<file path="config.mk">
export PLATFORM = sky130hd
export DESIGN_NAME = id_ex_stage
export DESIGN_NICKNAME = d
export VERILOG_FILES = /design/src/rtl/id_ex_stage.sv
export SDC_FILE = /design/constraint.sdc
export NUM_CORES = 1
export LEC_CHECK = 0
export CAP_MARGIN = 40
export CORE_MARGIN = 4
export CORE_UTILIZATION = 35
export DETAILED_ROUTE_END_ITERATION = 8
export MAX_ROUTING_LAYER = met4
export PLACE_DENSITY = 0.65
export RECOVER_POWER = 25
export SYNTH_ARGS = -nofsm -noshare
export SYNTH_HDL_FRONTEND = slang
export SYNTH_SLANG_ARGS = --single-unit
</file>
<file path="constraint.sdc">
create_clock -name clk -period 12.4 [get_ports clk]
set_input_delay 2.48 -clock clk [delete_from_list [all_inputs] [get_ports clk]]
set_output_delay 2.48 -clock clk [all_outputs]
set_load 0.005 [all_outputs]
</file>
<file path="src/rtl/id_ex_stage.sv">
// ID/EX pipeline register with a one-entry skid buffer and operand forwarding.
// Held operands are re-forwarded every cycle so late results still reach waiting instructions.
module id_ex_stage #(
  parameter bit FWD_EN = 1'b1
) (
  input  logic        clk,
  input  logic        rst,
  input  logic        in_valid,
  output logic        in_ready,
  input  logic [4:0]  in_rs1_addr,
  input  logic [4:0]  in_rs2_addr,
  input  logic [31:0] in_rs1_data,
  input  logic [31:0] in_rs2_data,
  input  logic [31:0] in_imm,
  input  logic [5:0]  in_instr_id,
  input  logic [31:0] in_pc,
  input  logic [4:0]  in_rd_addr,
  input  logic        flush,
  input  logic        fwd_mem_we,
  input  logic [4:0]  fwd_mem_rd,
  input  logic [31:0] fwd_mem_data,
  input  logic        fwd_wb_we,
  input  logic [4:0]  fwd_wb_rd,
  input  logic [31:0] fwd_wb_data,
  output logic        out_valid,
  input  logic        out_ready,
  output logic [31:0] out_rs1,
  output logic [31:0] out_rs2,
  output logic [31:0] out_imm,
  output logic [31:0] out_pc,
  output logic [5:0]  out_instr_id,
  output logic [4:0]  out_rd_addr
);

  typedef struct packed {
    logic [4:0]  rs1a;
    logic [4:0]  rs2a;
    logic [31:0] rs1;
    logic [31:0] rs2;
    logic [31:0] imm;
    logic [31:0] pc;
    logic [5:0]  id;
    logic [4:0]  rd;
  } entry_t;

  entry_t r_m, r_s;
  logic   r_m_valid, r_s_valid;
  entry_t w_in_ent, w_m_ref, w_s_ref;
  logic   w_in_fire, w_out_fire, w_m_load;

  // MEM result is younger than WB, so it wins; x0 is hardwired and never forwarded.
  function automatic logic [31:0] fwd(input logic [4:0] a, input logic [31:0] d);
    if (FWD_EN && a != 5'd0) begin
      if (fwd_mem_we && fwd_mem_rd == a) return fwd_mem_data;
      if (fwd_wb_we && fwd_wb_rd == a) return fwd_wb_data;
    end
    return d;
  endfunction

  assign in_ready   = ~r_s_valid & ~rst;
  assign w_in_fire  = in_valid & in_ready;
  assign w_out_fire = r_m_valid & out_ready;
  assign w_m_load   = ~r_m_valid | w_out_fire;

  always_comb begin
    w_in_ent      = '0;
    w_in_ent.rs1a = in_rs1_addr;
    w_in_ent.rs2a = in_rs2_addr;
    w_in_ent.rs1  = fwd(in_rs1_addr, in_rs1_data);
    w_in_ent.rs2  = fwd(in_rs2_addr, in_rs2_data);
    w_in_ent.imm  = in_imm;
    w_in_ent.pc   = in_pc;
    w_in_ent.id   = in_instr_id;
    w_in_ent.rd   = in_rd_addr;

    w_m_ref     = r_m;
    w_m_ref.rs1 = fwd(r_m.rs1a, r_m.rs1);
    w_m_ref.rs2 = fwd(r_m.rs2a, r_m.rs2);

    w_s_ref     = r_s;
    w_s_ref.rs1 = fwd(r_s.rs1a, r_s.rs1);
    w_s_ref.rs2 = fwd(r_s.rs2a, r_s.rs2);
  end

  // in_ready is low whenever skid is full, so a skid->main refill never coincides with an input transfer.
  always_ff @(posedge clk or posedge rst) begin
    if (rst) begin
      r_m       <= '0;
      r_s       <= '0;
      r_m_valid <= 1'b0;
      r_s_valid <= 1'b0;
    end else if (flush) begin
      r_m_valid <= 1'b0;
      r_s_valid <= 1'b0;
      r_m.id    <= '0;
    end else if (w_m_load) begin
      if (r_s_valid) begin
        r_m       <= w_s_ref;
        r_m_valid <= 1'b1;
        r_s_valid <= 1'b0;
      end else if (w_in_fire) begin
        r_m       <= w_in_ent;
        r_m_valid <= 1'b1;
      end else begin
        r_m_valid <= 1'b0;
        r_m.id    <= '0;
      end
    end else begin
      r_m <= w_m_ref;
      if (w_in_fire) begin
        r_s       <= w_in_ent;
        r_s_valid <= 1'b1;
      end else if (r_s_valid) begin
        r_s <= w_s_ref;
      end
    end
  end

  assign out_valid    = r_m_valid;
  assign out_rs1      = r_m.rs1;
  assign out_rs2      = r_m.rs2;
  assign out_imm      = r_m.imm;
  assign out_pc       = r_m.pc;
  assign out_instr_id = r_m.id;
  assign out_rd_addr  = r_m.rd;

endmodule

</file>
Word-level counts from Yosys, hierarchy flattened
Cells that the tools add are included.
{"block": "classes", "mux": 75, "n_reduce_logical": 28, "eq_ne": 13, "bitwise_logic": 9}
{"cell": "32-bit two-way mux", "n": 30}
{"cell": "149-bit two-way mux", "n": 2}
{"cell": "139-bit two-way mux", "n": 2}
{"cell": "138-bit two-way mux", "n": 1}
{"cell": "5-bit == test", "n": 12}
{"cell": "1-bit two-way mux", "n": 37}
{"cell": "5-bit nonzero test", "n": 6}
{"cell": "3-bit AND reduction", "n": 5}
{"cell": "1-bit logical AND", "n": 12}
{"cell": "6-bit two-way mux", "n": 2}
{"cell": "2-bit nonzero test", "n": 4}
{"cell": "5-bit two-way mux", "n": 1}
{"cell": "1-bit NOT", "n": 5}
{"cell": "1-bit AND", "n": 3}
{"cell": "3-bit inequality test, second input constant", "n": 1}
{"cell": "3-bit nonzero test", "n": 1}
{"cell": "1-bit bitwise OR", "n": 1}
{"block": "word_totals", "register_bits": 300, "output_inout_bits": 141, "word_cells": 143, "inputBits": 230}

Logic depth before layout (Yosys ltp)
Gate-level depths: netlist (run 1).
{"block": "depth", "word_depth": 11, "ltp_mapped": 10, "mapped_depth_nobuf": 7}

Worst setup path before layout (run 1)
Ideal clock, no wire load.
{"block": "synth_path", "path_kind": "input port to output port", "startpoint": "in rst", "endpoint": "out in_ready", "required_ns": 9.920, "arrival_time_ns": 2.575, "setup_slack_ns": 7.345, "n_path_buf": 0, "cell_stages": 1, "cell_sequence": "nor2_1"}
{"block": "synth_between", "elab_chain_len": 2}
{"item": "from (decl)", "line_no": "7", "rtl": "input logic rst,"}
{"item": "1-bit NOT", "line_no": "60", "rtl": "assign in_ready = ~r_s_valid & ~rst;"}
{"item": "1-bit AND", "line_no": "60"}
{"item": "to (decl)", "line_no": "9", "rtl": "output logic in_ready,"}
Every way passes these cells.

==> summary.md, run 1 <==
| Metric | Value |
|---|---|
| IO buf count | 370 |
| Syn Std Cell Area | 18100 sq um |
| Crit path time final | 6730 ps |
| Post-CTS Resized | 0 |
| Sequential-to-total area share from yosys stat | 41.6% |
| Number of iterations in the first detailed-routing pass | 6 |
| Worst-Margin Slew | around 4600 ps |
| Post-synth EDFFs | 0 |
| Post-CTS setup buffer count | 0 |
| Worst R2R Setup Slack | around 8100 ps |
| Synth warn | 0 |
| Pleak | just under 9 nW |
| Routed Wire Length | ~62 mm |
| Via density | roughly 5.7 |
| Gpl congestion | 0.854 |
| Max-slew headroom | -211% |
| Synth cell types | 48 |
| FP Rows | 82 |
| Final setup vio count | 0 |
| Core area | 50600 sq um |
| CTS tree | built |
| CTS buffer count | 37 |
| Starting density of the core | 35.7% |
| Clock transition at path regs | ~50 ps |
| CTS Buffer Depth | 3 |
| Gate Count Post-Synth | between 1500 and 2000 |
| I/O pin count | ~370 |
| Slew Limit Fails | 130 |
| Status | finished with violations |
| Largest net degree at the start of global routing | between 90 and 100 |
| Post-synth top flop | dfrtp_1 |
| H-Tree Depth | 2 |
| Net Count, Synth | 1984 |
| P per Cell Area | around 140 nW/um^2 |
| Fraction of registers with async set/reset | 100% |
| Max Cap Viol | 3 |
| Synthesis-to-finish area growth | 26.1% |
| Setup TNS | 0 ps |
| Number of global-route vias before repair | about 16000 |
| DIE AREA | around 55000 sq um |
| DPL Wire Length | 40.5 mm |
| Design area | 22800 sq um |
| Kind of critical path | in -> async |
| Yosys reg bits | 300 |
| Layout cells sized above 1 | about 13% |
| Max frequency | 149 MHz |
| Post-CTS Hold Fix Bufs | 0 |
| Initial antenna violation count | 12 |
| Clock root cell | clkbuf_16 |
| HP Class | reg -> reg |
| Multi-input gate area | 8910 sq um |
| Placed cell area | 21500 sq um |
| Die Span Y | 235 um |
| Failing checks | capacitance limit, slew limit |
| DRC | 0 |
| Iter 0 DRT Violations | 1143 |
| GRT overflow | 0 |
| First-pass GRT wire length | about 95 mm |
| Count of final hold-check violations | 0 |
| Register area | approximately 7500 sq um |
| Final net count | 2148 |
| CP Data Required Time | 13100 ps |
| DR vias | 14900 |
| RSZ-0062 raised after global routing | false |
| Fill cell count | 4708 |
| Crit path DAT | 7430 ps |
| Clock sinks | 300 |
| Final Skew | 9.77 ps |
| Worst-Skew Late Latency | 540 ps |
| Crit start category | primary input |
| Tcrit/Tclk final | a little over half |
| Peak VDD IR | 106 uV |
| Total Routing Usage GR | around 22% |
| Worst Setup End Kind | asynchronous set/reset pin |
| ANT nets after route | 0 |
| Mean area per synthesized cell | 10.3 sq um |
| Most common cell after layout, fill and taps aside | clkdlybuf4s50_1 |
| Largest fanout on the critical path | 94 |
| DR WL/cell | approximately 23 um |
| Most frequent cells in the layout | clkdlybuf4s50_1 (307), dfrtp_1 (299), mux2i_1 (204) |
| DIE WIDTH | between 200 and 250 um |
## area by class of cell
class,count,share of cell area (%)
flip-flops and latches,300,33.0
repair buffers,407,18.4
multi-input cells,1169,39.1
clock inverters,11,0.720
clock buffers,53,4.87
well taps,672,3.69
diodes,12,0.132
inverters,3,0.0550
## where the power goes
group	internal (mW)	total (mW)	switching [mW]	leakage, nW
clock	0.704	1.14	0.438	0.622
combinational	0.430	0.768	0.338	4.52
sequential	1.16	1.29	0.125	3.77
## sequential cells by signal (all words and copies together) (netlist names), 5 cells and up
register      count
out_imm          32
out_rs1          32
out_pc           32
out_instr_id      6
out_rd_addr       5
out_rs2          32
r_m              10
r_s             149
## worst max-delay path: stages
cell and delay, ps:
dlygate4sd3_1 590, clkinvlp_2 2580, buf_4 920, buf_4 390, buf_16 300
## through the flow
stage	hold WS [ps]	cells	power (mW)	util (%)	setup slack [ps]
5_1_grt	505	2627	3.36	45.0	4870
3_3_place_gp	462	2539	2.05	41.9	5790
2_1_floorplan	451	1754	1.79	-	1630
6_report	471	2627	3.20	45.0	5670
3_5_place_dp	469	2551	2.09	42.5	6070
4_1_cts	482	2615	3.25	45.0	6200
## path summary, 6_finish.rpt
kind	cells after the start	end	start
setup / recovery	5	out_imm[21]	rst
hold / removal	2	out_imm[17]	out_imm[17]
setup reg to reg	8	out_rs2[10]	r_s_valid
hold reg to reg	2	out_imm[17]	out_imm[17]
max in group clk	9	out_rs2[10]	rst
min in group asynchronous	2	r_s[0]	rst
## Yosys cell counts, types with 3 or more instances
cell	instances	area, sq um
a21o_1	3	22.5
a221o_1	3	30.0
a221oi_1	9	78.8
a221oi_2	58	871
a2bb2oi_1	4	35.0
and2_1	4	25.0
buf_1	6	22.5
buf_2	31	155
buf_4	146	1100
buf_6	7	78.8
clkbuf_1	92	345
dfrtp_1	300	7510
inv_1	3	11.3
mux2_2	87	980
mux2i_1	204	2040
nand2_1	152	571
nand2b_1	23	144
nand3_1	6	30.0
nand4_1	5	31.3
nor2_1	84	315
nor3_1	11	55.1
nor4_1	11	68.8
o211ai_1	62	465
o21ai_0	203	1020
o21ai_1	3	15.0
o21bai_1	14	105
o221ai_1	32	280
o22a_1	104	911
o22ai_1	3	18.8
xnor2_1	15	131
xor2_1	42	368
## per-layer routing
metal  global-route usage, %  wire length (um)  part of all wire (%)  vias to the layer above
li1                        -                 -                     -                     6677
met1                    26.8             24900                    40                     7383
met2                    35.6             29300                    47                      671
met3                    5.67              5060                   8.2                      156
met4                    9.18              2490                   4.0                        0
met5                       -                 0                     0                        -
## kinds of logic (layout without fill, tap and decap cells)
logic type	after synthesis	count (layout)	synth area share (%)
AO/OA/AOI/OAI	509	509	21.9
flip-flops	300	300	41.6
multiplexers	291	291	16.7
other	0	12	0
buffers and inverters	285	474	9.46
AND/OR/NAND/NOR	312	312	7.56
XOR/XNOR	57	57	2.76
(Power assumes the default switching activity.)
==> inputs of run 2 (changes only) <==
--- a/config.mk
+++ b/config.mk
@@ -10,7 +10,7 @@
 export CORE_UTILIZATION = 35
 export DETAILED_ROUTE_END_ITERATION = 8
 export MAX_ROUTING_LAYER = met4
-export PLACE_DENSITY = 0.65
+export PLACE_DENSITY = 0.67
 export RECOVER_POWER = 25
 export SYNTH_ARGS = -nofsm -noshare
 export SYNTH_HDL_FRONTEND = slang
==> constraint.sdc (replaced) <==
create_clock -name clk -period 5.9 [get_ports clk]
set_input_delay 1.18 -clock clk [delete_from_list [all_inputs] [get_ports clk]]
set_output_delay 1.18 -clock clk [all_outputs]
set_load 0.005 [all_outputs]
==> run 2 against run 1 <==
  * The flow still finishes with violations (capacitance limit, slew limit)
  * Register-to-register slack got worse by 5600 ps
  * Flip-flop and latch count did not move
  * Non-clock buffer count rose by 4
  * Clock-buffer cell count fell by 4
  * Core utilization barely moved
  * Power rose by 110%
  * Via count fell by 0.15%
  * Clock skew rose by 3.9 ps
  * Combinational power rose by 110%
  * Clock power rose by 110%
  * Die area did not move
  * Sequential power rose by 110%
  * Critical path type unchanged
  * Critical endpoint is now out_rs1[11]
==> summary.md, run 2 (synthesis gave the netlist of run 1 again) <==
| Metric | Value |
|---|---|
| DR vias | 14900 (about the same) |
| Buffers and inverters on the worst path | 4 (was 5) |
| Max reg flops | 149 (unchanged) |
| Largest register by flop count | r_s (unchanged) |
| Largest fanout on the critical path | 41 (was 94) |
| Slew Limit Fails | 32 (was 130) |
| RR Startpoint | r_s_valid (unchanged) |
| Core area | 50600 sq um (unchanged) |
| Worst-Skew Late Latency | 550 ps (was 540 ps) |
| Post-CTS Resized | 0 (unchanged) |
| Critical-path top delay cell | clkbuf_1 (was clkinvlp_2) |
| Layout cells sized above 1 | 13.8% (was 13.4%) |
| Setup Slack @ Placement | 1550 ps (was 6070 ps) |
| Worst Setup End Kind | asynchronous set/reset pin (unchanged) |
| Placed cell area | 21500 sq um (about the same) |
| Number of global-route vias before repair | 15700 (was 15600) |
| DRC | 0 (unchanged) |
| Clock transition at path regs | 60 ps (was 50 ps) |
| CTS Buffer Depth | 3 (unchanged) |
| Gpl congestion | 0.852 (was 0.854) |
| DIE AREA | 55300 sq um (unchanged) |
| Final setup vio count | 0 (unchanged) |
| CTS buffer count | 37 (unchanged) |
| Via density | 5.65 (was 5.67) |
| Tcrit/Tclk final | 69.0% |
| HP Class | reg -> reg (unchanged) |
| P_int | 4.85 mW (was 2.30 mW) |
| Most common cell after layout, fill and taps aside | clkdlybuf4s50_1 (unchanged) |
| Min-delay src | out_imm[17] (unchanged) |
| Synthesis-to-finish area growth | 26.0% (was 26.1%) |
| RSZ-0062 raised after global routing | false (unchanged) |
| Sw frac | 28.6% (was 28.2%) |
| Fill cell count | 4714 (was 4708) |
| Initial antenna violation count | 10 (was 12) |
| Die Span Y | 235 um (unchanged) |
| H-Tree Depth | 2 (unchanged) |
| Setup TNS | 0 ps (unchanged) |
| Final core occ | 45.0% (about the same) |
| P per Cell Area | 299 nW/um^2 (was 140 nW/um^2) |
| Worst setup margin | 1830 ps (was 5670 ps) |
| CP Cell Sequence | dlygate4sd3_1 > clkinvlp_2 > clkbuf_1 > clkbuf_2 (was dlygate4sd3_1 > clkinvlp_2 > buf_4 > buf_4 > buf_16) |
| Crit start category | primary input (unchanged) |
| Iter 0 DRT Violations | 1052 (was 1143) |
| Critical Path Max Stage Delay | 1490 ps (was 2580 ps) |
| Max-slew headroom | -37.0% (was -211%) |
| Design area | 22700 sq um (was 22800 sq um) |
| Count of final hold-check violations | 0 (unchanged) |
| Total Routing Usage GR | 21.8% (was 22.2%) |
| Logic pwr share | 24.2% (was 24.0%) |
| Starting density of the core | 35.7% (unchanged) |
| Pleak | 8.85 nW (was 8.91 nW) |
| IO buf count | 370 (unchanged) |
| DR WL/cell | 23.3 um (was 23.5 um) |
| First-pass GRT wire length | 94.0 mm (was 94.6 mm) |
| FP Rows | 82 (unchanged) |
| Clock Power Share | 35.7% (about the same) |
| Final total power | 6.79 mW (was 3.20 mW) |
| Post-CTS Hold Fix Bufs | 0 (unchanged) |
| Post-CTS setup buffer count | 0 (unchanged) |
| Worst-Margin Slew | 2050 ps (was 4630 ps) |
| Crit path DAT | 4560 ps (was 7430 ps) |
| Post-route insts no fill | 2632 (was 2627) |
| Final Skew | 13.6 ps (was 9.77 ps) |
| Status | finished with violations (unchanged) |
| DIE WIDTH | 235 um (unchanged) |
| Delay-heaviest family, CP | buffers and inverters (unchanged) |
| Clock sinks | 300 (unchanged) |
| Failing checks | capacitance limit, slew limit (unchanged) |
| Source of the critical timing path | rst (unchanged) |
| Seq pwr share | 40.0% (was 40.3%) |
| ANT nets after route | 0 (unchanged) |
| Register area | 7510 sq um (unchanged) |
| Routed Wire Length | 61.4 mm (was 61.7 mm) |
| Crit path time final | 4070 ps |
| Net Switching | 1.94 mW (was 0.901 mW) |
| Final net count | 2152 (was 2148) |
| Number of iterations in the first detailed-routing pass | 6 (unchanged) |
| Clock root cell | clkbuf_16 (unchanged) |
| I/O pin count | 371 (unchanged) |
| Most frequent cells in the layout | clkdlybuf4s50_1 (369), dfrtp_1 (299), mux2i_1 (204) (was clkdlybuf4s50_1 (307), dfrtp_1 (299), mux2i_1 (204)) |
| Hold_ws | 477 ps (was 471 ps) |
| Multi-input gate area | 8910 sq um (about the same) |
| Peak VDD IR | 179 uV (was 106 uV) |
| Max Cap Viol | 1 (was 3) |
| GRT overflow | 0 (unchanged) |
| Largest net degree at the start of global routing | 141 (was 95) |
| # placed instances | 2555 (was 2551) |
| CTS tree | built (unchanged) |
| CP Data Required Time | 6390 ps (was 13100 ps) |
| DPL Wire Length | 40.4 mm (was 40.5 mm) |
| Max frequency | roughly 250 MHz |
| Kind of critical path | in -> async (unchanged) |
==> run 2: cell types whose count changed in the layout (fill, tap and decap cells not counted), sizes merged <==
cell	delta
clkdlybuf4s50	+62
bufinv	+1
dlygate4sd3	-62
buf	+3
clkinv	+4
diode	-2
clkinvlp	+1
inv	+1
clkbuf	-3
==> run 2: path summary, 6_finish.rpt <==
check	cells after the start	end	slack, ps
max	4	out_rs1[11]	1830
min	2	out_imm[17]	480
max reg2reg	7	out_rs1[28]	2470
min reg2reg	2	out_imm[17]	480
max in group clk	9	r_s[96]	2010
min in group asynchronous	2	out_instr_id[2]	1080
==> run 2: worst min-delay path: cells and delay by family, from the launching register on <==
kind	cells	cell delay (ps)
AND/OR/NAND/NOR	1	50
AO/OA/AOI/OAI	1	60
flip-flops	1	330
==> run 2: area by class of cell <==
cell class                      instances  area share (%)
Multi-Input combinational cell       1169            39.2
Sequential cell                       300            33.0
Timing Repair Buffer                  411            18.3
Clock buffer                           49            4.58
Tap cell                              672            3.70
Clock inverter                         18            1.11
Antenna cell                           10           0.110
Inverter                                3          0.0550
==> run 2: power groups by stage <==
stage	combinational, mW	clock [mW]	sequential [mW]
after floorplan	1.13	0	2.64
after global placement	1.59	0	2.73
after detailed placement	1.65	0	2.75
after CTS	1.66	2.49	2.72
after global routing	1.80	2.57	2.76
final	1.65	2.43	2.72
==> run 2: metal layers <==
metal	up-vias	track usage, %	share of wire, %
met1	7321	26.4	40
li1	6716	-	-
met5	-	-	0
met2	683	34.2	47
met3	144	6.20	9.1
met4	0	9.49	3.9
